===== src/rtl/flag_pc_ctrl.sv =====
// Execute-stage flag register and program counter.
// Resolves B/BR conditions against the committed flags, provides PC+step, and latches HLT.
module flag_pc_ctrl #(
  parameter logic [15:0] RESET_PC = 16'h0000,
  parameter int          PC_STEP  = 2
) (
  input  logic        clk,
  input  logic        rst,
  input  logic        instr_valid,
  input  logic        stall,
  input  logic [3:0]  opcode,
  input  logic [2:0]  ccc,
  input  logic [8:0]  imm9,
  input  logic [15:0] br_target,
  input  logic [2:0]  alu_flags,
  output logic [15:0] pc,
  output logic [15:0] pc_plus2,
  output logic        branch_taken,
  output logic [2:0]  flags,
  output logic        halted
);

  localparam logic [3:0] OP_ADD = 4'h0;
  localparam logic [3:0] OP_SUB = 4'h1;
  localparam logic [3:0] OP_XOR = 4'h2;
  localparam logic [3:0] OP_SLL = 4'h4;
  localparam logic [3:0] OP_SRA = 4'h5;
  localparam logic [3:0] OP_ROR = 4'h6;
  localparam logic [3:0] OP_B   = 4'hC;
  localparam logic [3:0] OP_BR  = 4'hD;
  localparam logic [3:0] OP_HLT = 4'hF;

  localparam logic [15:0] PC_STEP_W = 16'(PC_STEP);

  // flags are {Z,V,N}
  function automatic logic f_cond(input logic [2:0] cc, input logic [2:0] fl);
    logic z, v, n;
    z = fl[2];
    v = fl[1];
    n = fl[0];
    case (cc)
      3'b000:  f_cond = ~z;
      3'b001:  f_cond = z;
      3'b010:  f_cond = ~z & ~n;
      3'b011:  f_cond = n;
      3'b100:  f_cond = z | (~z & ~n);
      3'b101:  f_cond = n | z;
      3'b110:  f_cond = v;
      default: f_cond = 1'b1;
    endcase
  endfunction

  logic [15:0]        r_pc;
  logic [2:0]         r_flags;
  logic               r_halted;

  logic               w_upd;
  logic               w_cond;
  logic               w_is_b;
  logic               w_is_br;
  logic signed [15:0] w_off;
  logic [15:0]        w_pc_plus2;
  logic [15:0]        w_pc_nxt;
  logic [2:0]         w_flags_nxt;
  logic               w_halted_nxt;

  assign w_upd      = instr_valid & ~stall & ~r_halted;
  assign w_cond     = f_cond(ccc, r_flags);
  assign w_is_b     = (opcode == OP_B);
  assign w_is_br    = (opcode == OP_BR);
  assign w_off      = signed'({{6{imm9[8]}}, imm9, 1'b0});
  assign w_pc_plus2 = r_pc + PC_STEP_W;

  // Taken is reported even while stalled; the PC simply does not move yet.
  assign branch_taken = w_cond & (w_is_b | w_is_br) & instr_valid & ~r_halted;

  always_comb begin
    w_pc_nxt     = w_pc_plus2;
    w_flags_nxt  = r_flags;
    w_halted_nxt = r_halted;
    if (w_is_b && w_cond) begin
      w_pc_nxt = w_pc_plus2 + unsigned'(w_off);
    end else if (w_is_br && w_cond) begin
      w_pc_nxt = br_target;
    end else if (opcode == OP_HLT) begin
      w_pc_nxt     = r_pc;
      w_halted_nxt = 1'b1;
    end
    case (opcode)
      OP_ADD, OP_SUB:                 w_flags_nxt = alu_flags;
      OP_XOR, OP_SLL, OP_SRA, OP_ROR: w_flags_nxt = {alu_flags[2], r_flags[1:0]};
      default:                        w_flags_nxt = r_flags;
    endcase
  end

  always_ff @(posedge clk) begin
    if (rst) begin
      r_pc     <= RESET_PC;
      r_flags  <= 3'b000;
      r_halted <= 1'b0;
    end else if (w_upd) begin
      r_pc     <= w_pc_nxt;
      r_flags  <= w_flags_nxt;
      r_halted <= w_halted_nxt;
    end
  end

  assign pc       = r_pc;
  assign pc_plus2 = w_pc_plus2;
  assign flags    = r_flags;
  assign halted   = r_halted;

endmodule


===== config.mk =====
export PLATFORM = sky130hd
export DESIGN_NAME = flag_pc_ctrl
export DESIGN_NICKNAME = d
export VERILOG_FILES = /design/src/rtl/flag_pc_ctrl.sv
export SDC_FILE = /design/constraint.sdc
export NUM_CORES = 1
export LEC_CHECK = 0
export CAP_MARGIN = 20
export CELL_PAD_IN_SITES_DETAIL_PLACEMENT = 1
export CELL_PAD_IN_SITES_GLOBAL_PLACEMENT = 1
export CORE_MARGIN = 8
export CORE_UTILIZATION = 36
export CTS_BUF_LIST = sky130_fd_sc_hd__clkbuf_8
export DETAILED_ROUTE_END_ITERATION = 10
export PLACE_DENSITY_LB_ADDON = 0.15
export SYNTH_ARGS = -nofsm -noshare
export SYNTH_HDL_FRONTEND = slang
export SYNTH_SLANG_ARGS = --single-unit

===== constraint.sdc =====
create_clock -name clk -period 5.3 [get_ports clk]
set_clock_uncertainty 0.15 [all_clocks]
set_input_delay 1.06 -clock clk [delete_from_list [all_inputs] [get_ports clk]]
set_output_delay 1.06 -clock clk [all_outputs]
set_load 0.02 [all_outputs]

Yosys cells after proc, flatten, opt, wreduce, memory -nomap -nowiden
Cells that the tools add are included.
{ "classes": {"add_sub_neg": 2, "eq_ne": 15, "mux": 5, "bitwise_logic": 16, "n_reduce_logical": 11} }
{ "ops": {"columns": ["op", "count"], "rows": [
  ["16-bit two-way mux", 3],
  ["16-bit adder", 1],
  ["16-bit by 2-bit adder with 16-bit output, second input constant", 1],
  ["4-bit by 3-bit equality test with 1-bit output, second input constant", 3],
  ["4-bit equality test, second input constant", 3],
  ["3-bit equality test, second input constant", 3],
  ["1-bit NOT", 7],
  ["1-bit case mux with 7 select lines", 1],
  ["1-bit bitwise AND", 6],
  ["3-bit by 2-bit equality test with 1-bit output, second input constant", 2],
  ["3-bit case mux with 2 select lines", 1],
  ["4-bit by 1-bit equality test with 1-bit output, second input constant", 1],
  ["4-bit by 2-bit equality test with 1-bit output, second input constant", 1],
  ["4-bit logical NOT", 1],
  ["2-bit AND reduction", 2],
  ["4-bit AND reduction", 1],
  ["4-bit OR reduction", 1],
  ["3-bit by 1-bit equality test with 1-bit output, second input constant", 1],
  ["3-bit logical NOT", 1],
  ["3-bit inequality test, second input constant", 1],
  ["1-bit OR", 3],
  ["3-bit AND reduction", 1],
  ["1-bit logical AND", 2],
  ["2-bit nonzero test", 1],
  ["2-bit OR reduction", 1]
]} }
{ "totals": {"ff_bits": 20, "out_inout_bits": 37} }

Logic depth before layout (Yosys ltp)
Gate-level depths: netlist of run 1.
{ "logic_depth": {"ltp_word": 7, "depth_mapped": 12, "depth_no_buf": 12} }

Least setup slack after synthesis of run 1
Ideal clock, no wire load.
{ "synth_path": {"kind": "register to register", "start": "register r_pc[1], in the netlist pc[1]", "end": "register r_pc[14], in the netlist pc[14]", "setup_time_ns": 0.127, "arrival_time_ns": 3.307, "path_slack_ns": 1.716, "path_stages_with_launch": 13, "path_buffers": 0, "path_cell_list": "dfxtp_1 > ha_1 > nand3_1 > nor2_1 > nand2_1 > xnor2_1 > ha_1 > a21o_1 > a31oi_1 > o211ai_2 > o41ai_1 > and4bb_1 > or3_1"} }
{ "synth_lines": {"columns": ["element", "line", "text"], "rows": [
  ["start, declared", "53", "logic [15:0] r_pc;"],
  ["start signal, assigned", "102", "r_pc <= w_pc_nxt;"],
  ["16-bit by 2-bit adder with 16-bit output", "72", "assign w_pc_plus2 = r_pc + PC_STEP_W;"],
  ["via pc_plus2[9]", "17", "output logic [15:0] pc_plus2,"],
  ["16-bit adder", "82", "w_pc_nxt = w_pc_plus2 + unsigned'(w_off);"],
  ["16-bit two-way mux", "81", "if (w_is_b && w_cond) begin"]
]} }
The timed path passes the listed nets, and every way through them passes these cells. The select of a mux whose other input is x is not followed.
A chain may end at the register's enable or synchronous reset.

Final worst setup path of run 1
{ "layout_path": {"start": "input port ccc[1]", "end": "output port branch_taken"} }
{ "layout_via": {"elab_chain_cells": 5} }
{ "layout_lines": {"columns": ["element", "line", "text"], "rows": [
  ["start, declared", "12", "input logic [2:0] ccc,"],
  ["3-bit equality test, or another cell as far along", "41", "case (cc)"],
  ["1-bit case mux with 7 select lines *", "41", null],
  ["1-bit bitwise AND * (3 in a row)", "75", "assign branch_taken = w_cond & (w_is_b | w_is_br) & instr_valid & ~r_halted;"],
  ["end, declared", "18", "output logic branch_taken,"]
]} }
Every way passes the cells marked *; elsewhere a longest branch is shown, timed or not.

==> out/qor.tcl, run 1 <==
set qor(number_of_enable_type_register_cells_in_the_synthesized_netlist) 0
set qor(antenna_cells_inserted) 0
set qor(pwr_density_cell_nw_per_um2) 153
set qor(ys_async_sr_fraction_pct) 0
set qor(part_of_the_yosys_area_used_for_sequential_elements_pct) 18.4
set qor(setup.worst_path.start_class) {input pin}
set qor(crit_chain) {clkdlybuf4s50_1, a211oi_1, a211o_1, nand3_1, buf_4, nor3b_1, clkdlybuf4s50_1}
set qor(run_status) {finished clean}
set qor(grt_use_total_pct) 18.2
set qor(via_count_of_the_first_global_routing_pass) 2567
set qor(synth.ff_latch_count) 20
set qor(insertion_delay_ns) 0.27
set qor(tns_ns) 0
set qor(syn_inst) 286
set qor(n_fill_cell) 741
set qor(detail_route.iter0.violations) 129
set qor(yosys_warnings) 0
set qor(post-route-period-util_pct) 82.9
set qor(slew_headroom_pct) 46.9
set qor(sequentialPowerShare_pct) 35.1
set qor(dieHeight_um) 93.8
set qor(internal_power_uw) 309
set qor(synth_simple_gate_area_share_pct) 25.0
set qor(power_leakage_uw) 0.00120
set qor(antenna_violating_nets_post_route) 0
set qor(power.switching_fraction_pct) 33.5
set qor(top_area_cell_type_share_of_the_netlist_area_pct) 18.4
set qor(worst_path_largest_cell_delay_ns) 0.64
set qor(post-synth-top-area-cell) {dfxtp_1}
set qor(postSynthAreaPerCell_um2) 7.62
set qor(maxCapViolCount) 0
set qor(top_level_ports) 76
set qor(placedInstanceArea_um2) 2990
set qor(critical_path.slowest_cell) {clkdlybuf4s50_1}
set qor(clock_tree.root_cell) {clkbuf_8}
set qor(synth-xor-area-share_pct) 8.04
set qor(critical_path.most_common_cell) {clkdlybuf4s50_1}
set qor(footprint_of_the_multi_input_gates_um2) 1680
set qor(htreeDepth) 1
set qor(die-width_um) 93.8
set qor(synth_nets) 344
set qor(power_switching_uw) 156
set qor(final_core_util_pct) 51.7
set qor(nets_final) 415
set qor(fin_hold_ws_ns) 0.383
set qor(drt-vias-per-instance) 5.74
set qor(wl_per_cell_um) 18.8
set qor(rsz0062_at_grt) {false}
set qor(synth-adder-area-share_pct) 11.3
set qor(wirelength_um) 8110
set qor(cp-end-kind) {primary output}
set qor(globalRoute.totalOverflow) 0
set qor(post_cts.repair.setup_buffers) 0
set qor(route.detailed.drc) 0
set qor(comb_power_share_pct) 38.5
set qor(floorplan.initialDensity_pct) 37.0
set qor(layout_common_cells) {75 x clkdlybuf4s50_1, 31 x nor2_1, 23 x nand2_1}
set qor(synth_cell_types) 60
set qor(setup_viol) 0
set qor(worst_ep_required_time_ns) 4.09
set qor(antenna_violations_before_repair) 0
set qor(cp.arrival_ns) 3.19
set qor(max_slew.worst_pin.slew_ns) 0.794
set qor(clk_path_buf_depth) 2
set qor(largest_net_degree_at_the_start_of_global_routing) 21
set qor(criticalPathCategory) {in2out}
set qor(gp_congestion) 0.862
set qor(numCtsBuffers) 3
set qor(routed-via-count) 2475
set qor(hpwlAfterDp_um) 6380
set qor(synth_ff_type) {dfxtp_1}
set qor(max-vdd-ir-drop_uv) 89.8
set qor(final-max-slew-violation-count) 0
set qor(timing.critical_path.fanout_max) 15
set qor(first_pass_grt_wire_length_um) 13000
set qor(fmax_mhz) 227
set qor(synth.top_cells.by_area) {dfxtp_1 18%, ha_1 10%, nor2_1 5.3%}
set qor(syn_to_final_growth_pct) 39.6
set qor(synth_compound_area_share_pct) 28.4
set qor(design_area_um2) 3040
set qor(post_synth_design_cell_area_um2) 2180
set qor(synth.area.mux_share_pct) 4.42
set qor(cts_sinks) 20
set qor(seq_area_um2) 400
set qor(hold_path_class) {reg2reg}
set qor(post_route_cells_drive_above_1_share_pct) 4.21
set qor(core_area_um2) 5890
set qor(firstDrtPassIters) 4
set qor(final_hold_viol_count) 0
set qor(clkSlewWorstSetupHoldPaths_ns) 0.08
set qor(tritoncts) {yes}
set qor(largest_family_of_logic_cells_by_synthesized_area) {compound AO/OA/AOI/OAI gates}
set qor(row_count) 28
set qor(portBuffers) 75
set qor(ctsHoldBuffers) 0
set qor(design.die.area_um2) 8800
set qor(most_frequent_standard_cell_in_the_layout_excluding_fill_and_tap_cells) {clkdlybuf4s50_1}
set qor(clock_power_share_pct) 26.4
set qor(post_cts.resized_instances) 0
set qor(min_cycle_time_layout_ns) 4.40
## flip-flops by register name (all words and copies together) (netlist names)
name and flops:
halted 1, pc 16, flags 3
## metal layers
layer  part of all wire (%)  track usage, %  vias up
li1                       -               -     1202
met1                     43            21.9     1202
met2                     51            32.4       64
met3                    5.0            2.40        7
met4                    1.2            5.81        0
met5                      0               0        -
## synthesized netlist by cell type, types with 4 or more instances
master,count
a211o_1,6
a211oi_1,5
a21o_1,5
a21oi_1,19
a31oi_1,5
and4_1,5
clkbuf_1,7
dfxtp_1,20
ha_1,18
inv_1,10
mux2i_1,7
nand2_1,23
nand3_1,10
nor2_1,31
nor3_1,6
nor3b_1,4
o211ai_1,6
o21a_1,6
o21ai_0,18
or3_1,4
xnor2_1,11
xor2_1,9
## area by class of cell
| class | instances | area share (%) |
|---|---|---|
| inverters | 11 | 1.36 |
| well taps | 75 | 3.08 |
| clock buffers | 4 | 1.81 |
| repair buffers | 78 | 25.4 |
| multi-input cells | 243 | 55.2 |
| flip-flops and latches | 20 | 13.2 |
## power groups by stage
stage / clock [uW] / sequential [uW] / combinational (uW)
2_1_floorplan: 0 / 171 / 94.9
3_3_place_gp: 0 / 166 / 174
3_5_place_dp: 0 / 167 / 179
4_1_cts: 125 / 163 / 180
5_1_grt: 131 / 164 / 194
6_report: 123 / 163 / 179
## worst paths after layout
path / from / endpoint / slack, ns / depth (start not counted)
setup / recovery: ccc[1] / branch_taken / 0.90 / 7
hold / removal: halted / halted / 0.38 / 2
setup reg to reg: pc[1] / pc[14] / 1.54 / 12
hold reg to reg: halted / halted / 0.38 / 2
## per-stage QoR
stage	std cells	worst slack, ns	total power, uW
floorplan	286	1.72	266
global placement	427	0.973	341
detailed placement	427	0.906	345
CTS	431	0.898	467
global route	431	0.798	490
finish	431	0.904	465
## kinds of logic after synthesis
group | Yosys count
AO/OA/AOI/OAI | 90
XOR/XNOR | 20
adder cells (fa/ha/maj) | 19
buffers and inverters | 23
flip-flops | 20
multiplexers | 9
AND/OR/NAND/NOR | 105
## worst max-delay path: cells and delay by family
| kind | cells | cell delay [ns] |
|---|---|---|
| compound gates | 2 | 0.48 |
| simple gates | 2 | 0.30 |
| buf+inv | 3 | 1.33 |
(Power assumes the default switching activity.)
==> run 2: changes to the inputs <==
CORE_UTILIZATION = 30   (was 36)
clock period = 3.55 ns   (was 5.3 ns; I/O delays follow)
==> run 2 against run 1 <==
  * Sequential share of layout area shrank 0.67 points
  * Combinational power up 58%
  * Routed wire length is 1.1% higher
  * Non-clock buffer count is 13 higher
  * Core utilization decreased by 6.8 points
  * Hold slack better by 0.013 ns
  * Highest routed layer unchanged
==> out/qor.tcl, run 2 (synthesis results as in run 1) <==
set qor(min_cycle_time_layout_ns) 3.45
set qor(portBuffers) 75 ;# unchanged
set qor(routed-via-count) 2484 ;# was 2475
set qor(final_core_util_pct) 44.9 ;# was 51.7%
set qor(criticalPathCategory) {in2out} ;# unchanged
set qor(detail_route.iter0.violations) 63 ;# was 129
set qor(timing.critical_path.fanout_max) 4 ;# was 15
set qor(firstDrtPassIters) 4 ;# unchanged
set qor(maxCapViolCount) 0 ;# unchanged
set qor(dieHeight_um) 101 ;# was 93.8 um
set qor(antenna_violating_nets_post_route) 0 ;# unchanged
set qor(insertion_delay_ns) 0.26 ;# was 0.27 ns
set qor(dpl.cell_count) 464 ;# was 427
set qor(syn_to_final_growth_pct) 47.1 ;# was 39.6%
set qor(grtUsageMet2_pct) 27.8 ;# was 32.4%
set qor(antenna_violations_before_repair) 0 ;# unchanged
set qor(design_area_um2) 3210 ;# was 3040 um2
set qor(gp_congestion) 0.777 ;# was 0.862
set qor(via_count_of_the_first_global_routing_pass) 2564 ;# was 2567
set qor(design.die.area_um2) 10200 ;# was 8800 um2
set qor(crit_chain) {clkdlybuf4s50_1, mux2_4, a211o_1, nand3_1, nor3b_1, clkdlybuf4s50_1} ;# was clkdlybuf4s50_1, a211oi_1, a211o_1, nand3_1, buf_4, nor3b_1, clkdlybuf4s50_1
set qor(hold_path.startpoint) {pc[6]} ;# was halted
set qor(ctsHoldBuffers) 0 ;# unchanged
set qor(slew_headroom_pct) 69.6 ;# was 46.9%
set qor(worst_path_largest_cell_delay_ns) 0.54 ;# was 0.64 ns
set qor(most_frequent_standard_cell_in_the_layout_excluding_fill_and_tap_cells) {clkdlybuf4s50_1} ;# unchanged
set qor(max-vdd-ir-drop_uv) 181 ;# was 89.8 uV
set qor(cpLargestDelayFamily) {buffers and inverters} ;# unchanged
set qor(htreeDepth) 1 ;# unchanged
set qor(grt_use_total_pct) 15.9 ;# was 18.2%
set qor(globalRouteMet1Util_pct) 20.2 ;# was 21.9%
set qor(row_count) 31 ;# was 28
set qor(drt-vias-per-instance) 5.31 ;# was 5.74
set qor(grt-busiest-layer) {met2} ;# unchanged
set qor(largest_net_degree_at_the_start_of_global_routing) 23 ;# was 21
set qor(route.detailed.drc) 0 ;# unchanged
set qor(worst_ep_required_time_ns) 2.69 ;# was 4.09 ns
set qor(final-max-slew-violation-count) 0 ;# unchanged
set qor(critical_path.most_common_cell) {clkdlybuf4s50_1} ;# unchanged
set qor(met3_usage_in_global_routing_pct) 2.89 ;# was 2.40%
set qor(globalRoute.totalOverflow) 0 ;# unchanged
set qor(post_cts.resized_instances) 0 ;# unchanged
set qor(final_cell_count_no_fill) 468 ;# was 431
set qor(clkSlewWorstSetupHoldPaths_ns) 0.08 ;# about the same
set qor(wl_per_cell_um) 17.5 ;# was 18.8 um
set qor(layout_common_cells) {75 x clkdlybuf4s50_1, 31 x nor2_1, 23 x nand2_1} ;# unchanged
set qor(wirelength_um) 8200 ;# was 8110 um
set qor(clock_tree.root_cell) {clkbuf_8} ;# unchanged
set qor(post_cts.repair.setup_buffers) 0 ;# unchanged
set qor(first_pass_grt_wire_length_um) 13200 ;# was 13000 um
set qor(nets_final) 428 ;# was 415
set qor(hold_path_class) {reg2reg} ;# unchanged
set qor(antenna_cells_inserted) 0 ;# unchanged
set qor(post_route_cells_drive_above_1_share_pct) 8.40 ;# was 4.21%
set qor(pwr_density_cell_nw_per_um2) 236 ;# was 153 nW/um2
set qor(final_hold_viol_count) 0 ;# unchanged
set qor(worst-r2r-cell-count) 9 ;# was 12
set qor(run_status) {finished clean} ;# unchanged
set qor(whs_path_depth) 2 ;# unchanged
set qor(die-width_um) 101 ;# was 93.8 um
set qor(hpwlAfterDp_um) 6590 ;# was 6380 um
set qor(power_leakage_uw) 0.00129 ;# was 0.00120 uW
set qor(cts_sinks) 20 ;# unchanged
set qor(cp-end-kind) {primary output} ;# unchanged
set qor(cp.arrival_ns) 2.59 ;# was 3.19 ns
set qor(placedInstanceArea_um2) 3120 ;# was 2990 um2
set qor(post-route-period-util_pct) 97.1
set qor(clk_path_buf_depth) 2 ;# unchanged
set qor(tritoncts) {yes} ;# unchanged
set qor(top_level_ports) 76 ;# unchanged
set qor(setup.worst_path.start_class) {input pin} ;# unchanged
set qor(hold-path-endpoint) {pc[6]} ;# was halted
set qor(largest_register_ffs) 16 ;# unchanged
set qor(numCtsBuffers) 3 ;# unchanged
set qor(fin_hold_ws_ns) 0.396 ;# was 0.383 ns
set qor(critical_path.reg2reg.startpoint) {pc[3]} ;# was pc[1]
set qor(core_area_um2) 7140 ;# was 5890 um2
set qor(setup_viol) 0 ;# unchanged
set qor(critical_path.slowest_cell) {clkdlybuf4s50_1} ;# unchanged
set qor(timing.rr.end) {pc[11]} ;# was pc[14]
set qor(floorplan.initialDensity_pct) 30.5 ;# was 37.0%
set qor(register_to_register_path_setup_slack_ns) 0.19 ;# was 1.54 ns
set qor(fmax_mhz) 290
set qor(max_slew.worst_pin.slew_ns) 0.455 ;# was 0.794 ns
set qor(critPathBufInv) 2 ;# was 3
## run 2: cell types whose count changed in the layout (fill, tap and decap cells not counted), sizes merged
cell    change
bufinv      +1
buf        +13
clkbuf      -1
## run 2: stage by stage
| step | TNS, ns | total power (uW) | setup WS (ns) |
|---|---|---|---|
| 2_1_floorplan | 0 | 398 | 0.0851 |
| 3_3_place_gp | 0 | 526 | 0.132 |
| 3_5_place_dp | 0 | 529 | 0.0838 |
| 4_1_cts | 0 | 765 | 0.0670 |
| 5_1_grt | -0.0169 | 801 | -0.0136 |
| 6_report | 0 | 756 | 0.104 |
## run 2: area by class of cell
type                    instances  area, um2
clock buffers                   3       41.3
clock inverters                 1       30.0
fillers                       916       3930
inverters                      11       41.3
multi-input cells             243       1700
flip-flops and latches         20        400
well taps                      99        124
repair buffers                 91        871
## run 2: tightest hold or removal path: cells and delay by family (launching register included)
family,cells,cell delay [ns]
flip-flops,1,0.37
AND/OR/NAND/NOR,1,0.08
AO/OA/AOI/OAI,1,0.06
## run 2: power breakdown
| part | switching [uW] | leakage (uW) | internal (uW) |
|---|---|---|---|
| clock | 81.3 | 0.0000357 | 151 |
| sequential | 9.23 | 0.000163 | 232 |
| combinational | 142 | 0.00110 | 141 |
| total | 232 | 0.00129 | 524 |
## run 2: worst max-delay path by stage
stage	from	endpoint	slack (ns)	cells after the start
2_1_floorplan	pc[1]	pc[14]	0.09	11
3_3_place_gp	ccc[1]	branch_taken	0.13	6
3_5_place_dp	ccc[1]	branch_taken	0.08	6
4_1_cts	pc[2]	pc_plus2[11]	0.07	8
5_1_grt	pc[3]	pc_plus2[14]	-0.01	4
6_report	ccc[1]	branch_taken	0.10	6
## run 2: layer usage
| layer | up-vias | part of all wire (%) |
|---|---|---|
| met5 | - | 0 |
| met4 | 0 | 0.24 |
| met3 | 2 | 3.8 |
| met2 | 46 | 49 |
| met1 | 1195 | 47 |
| li1 | 1241 | - |
==> run 3: changes to the inputs <==
CORE_MARGIN = 1.5   (was 8)
==> run 3 against run 2 <==
  * Global-route usage increased by 4.3 points
  * Critical path type is now reg2out
  * Critical path depth shrank 2
  * Routed wire length decreased by 6.0%
  * Die area down 24%
==> out/qor.tcl, run 3 (synthesis results as in run 1) <==
set qor(rsz0062_at_grt) {false}
set qor(pwr_density_cell_nw_per_um2) 221 ;# was 236 nW/um2
set qor(critical_path.slowest_cell) {clkdlybuf4s50_1} ;# unchanged
set qor(via_count_of_the_first_global_routing_pass) 2394 ;# was 2564
set qor(tns_ns) 0 ;# unchanged
set qor(power_leakage_uw) 0.00131 ;# was 0.00129 uW
set qor(worst_ep_required_time_ns) 2.69 ;# about the same
set qor(detail_route.iter0.violations) 74 ;# was 63
set qor(portBuffers) 75 ;# unchanged
set qor(insertion_delay_ns) 0.27 ;# was 0.26 ns
set qor(gp_congestion) 0.882 ;# was 0.777
set qor(routed-via-count) 2508 ;# was 2484
set qor(nets_final) 431 ;# was 428
set qor(max-vdd-ir-drop_uv) 91.9 ;# was 181 uV
set qor(core_area_um2) 6910 ;# was 7140 um2
set qor(post-route-period-util_pct) 94.9 ;# was 97.1%
set qor(post_cts.resized_instances) 0 ;# unchanged
set qor(firstDrtPassIters) 4 ;# unchanged
set qor(timing.critical_path.fanout_max) 7 ;# was 4
set qor(largest_net_degree_at_the_start_of_global_routing) 21 ;# was 23
set qor(clock_tree.root_cell) {clkbuf_8} ;# unchanged
set qor(clk_path_buf_depth) 2 ;# unchanged
set qor(n_fill_cell) 880 ;# was 916
set qor(run_status) {finished clean} ;# unchanged
set qor(worst_path_largest_cell_delay_ns) 0.68 ;# was 0.54 ns
set qor(tritoncts) {yes} ;# unchanged
set qor(criticalPathCategory) {reg2out} ;# was in2out
set qor(design.die.area_um2) 7790 ;# was 10200 um2
set qor(wl_per_cell_um) 16.5 ;# was 17.5 um
set qor(final_hold_viol_count) 0 ;# unchanged
set qor(route.detailed.drc) 0 ;# unchanged
set qor(globalRouteMet1Util_pct) 28.0 ;# was 20.2%
set qor(slew_headroom_pct) 64.3 ;# was 69.6%
set qor(hold_path_class) {reg2reg} ;# unchanged
set qor(post_cts.repair.setup_buffers) 0 ;# unchanged
set qor(htreeDepth) 1 ;# unchanged
set qor(antenna_cells_inserted) 0 ;# unchanged
set qor(row_count) 30 ;# was 31
set qor(cp-end-kind) {primary output} ;# unchanged
set qor(first_pass_grt_wire_length_um) 12200 ;# was 13200 um
set qor(final_core_util_pct) 46.3 ;# was 44.9%
set qor(layout_common_cells) {74 x clkdlybuf4s50_1, 31 x nor2_1, 23 x nand2_1} ;# was 75 x clkdlybuf4s50_1, 31 x nor2_1, 23 x nand2_1
set qor(die-width_um) 88.2 ;# was 101 um
set qor(antenna_violating_nets_post_route) 0 ;# unchanged
set qor(min_cycle_time_layout_ns) 3.37 ;# was 3.45 ns
set qor(cp.arrival_ns) 2.51 ;# was 2.59 ns
set qor(max_slew.worst_pin.slew_ns) 0.534 ;# was 0.455 ns
set qor(wirelength_um) 7700 ;# was 8200 um
set qor(crit_chain) {nand4_1, nor4_1, xor2_1, clkdlybuf4s50_1} ;# was clkdlybuf4s50_1, mux2_4, a211o_1, nand3_1, nor3b_1, clkdlybuf4s50_1
set qor(hpwlAfterDp_um) 6080 ;# was 6590 um
set qor(top_level_ports) 76 ;# unchanged
set qor(antenna_violations_before_repair) 0 ;# unchanged
set qor(cts_sinks) 20 ;# unchanged
set qor(fmax_mhz) 297 ;# was 290 MHz
set qor(drt-vias-per-instance) 5.36 ;# was 5.31
set qor(ctsHoldBuffers) 0 ;# unchanged
set qor(maxCapViolCount) 0 ;# unchanged
set qor(setup.worst_path.start_class) {flip-flop} ;# was input pin
set qor(grt-busiest-layer) {met2} ;# unchanged
set qor(critPathBufInv) 1 ;# was 2
set qor(final-max-slew-violation-count) 0 ;# unchanged
set qor(post_route_cells_drive_above_1_share_pct) 8.60 ;# was 8.40%
set qor(floorplan.initialDensity_pct) 31.6 ;# was 30.5%
set qor(cpLargestDelayFamily) {simple AND/OR/NAND/NOR gates} ;# was buffers and inverters
set qor(largest_register_ffs) 16 ;# unchanged
set qor(met3_usage_in_global_routing_pct) 1.31 ;# was 2.89%
set qor(grtUsageMet2_pct) 33.7 ;# was 27.8%
set qor(setup_viol) 0 ;# unchanged
set qor(most_frequent_standard_cell_in_the_layout_excluding_fill_and_tap_cells) {clkdlybuf4s50_1} ;# unchanged
set qor(globalRoute.totalOverflow) 0 ;# unchanged
set qor(syn_to_final_growth_pct) 46.8 ;# was 47.1%
set qor(grt_use_total_pct) 20.2 ;# was 15.9%
set qor(clkSlewWorstSetupHoldPaths_ns) 0.08 ;# about the same
set qor(dieHeight_um) 88.2 ;# was 101 um
set qor(numCtsBuffers) 3 ;# unchanged
==> run 3: layout make-up <==
cell class	instances	area (um2)	area share [%]
inverters	11	41.3	1.29
well taps	96	120	3.75
repair buffers	94	896	28.0
multi-input cells	243	1690	52.7
flip-flops and latches	20	400	12.5
clock buffers	4	55.1	1.72
==> run 3: power breakdown <==
part           leakage [uW]  switching, uW  internal (uW)  total, uW
Clock             0.0000288           86.1           99.0        185
Sequential         0.000163           7.93            232        240
Combinational       0.00112            141            141        282
Total               0.00131            235            472        707
==> run 3: layer usage <==
layer / wire, um / part of all wire [%]
met4: 123 / 1.6
met5: 0 / 0
met1: 3720 / 48
met3: 249 / 3.2
met2: 3610 / 47
==> run 3: through the flow <==
step                      instances  setup WS, ns  power [uW]  hold slack [ns]  instance area, um2
after floorplan                 286        0.0851         398            0.422                2190
after global placement          464         0.128         523            0.344                3140
after global routing            468        0.0219         745            0.406                3200
after detailed placement        464        0.0862         528            0.369                3140
after CTS                       468        0.0753         715            0.380                3200
final                           468         0.181         707            0.375                3200
==> run 3: worst paths after layout <==
kind | from | to | slack, ns | cells past startpoint
hold / removal | pc[4] | pc[4] | 0.37 | 2
setup reg to reg | pc[1] | pc[14] | 0.24 | 11
setup / recovery | pc[3] | pc_plus2[14] | 0.18 | 4
hold reg to reg | pc[4] | pc[4] | 0.37 | 2
==> run 3: tightest hold or removal path: cells and delay by family, from the launching register on <==
kind	cells	cell delay (ns)
compound gates	1	0.05
flops	1	0.36
simple gates	1	0.07
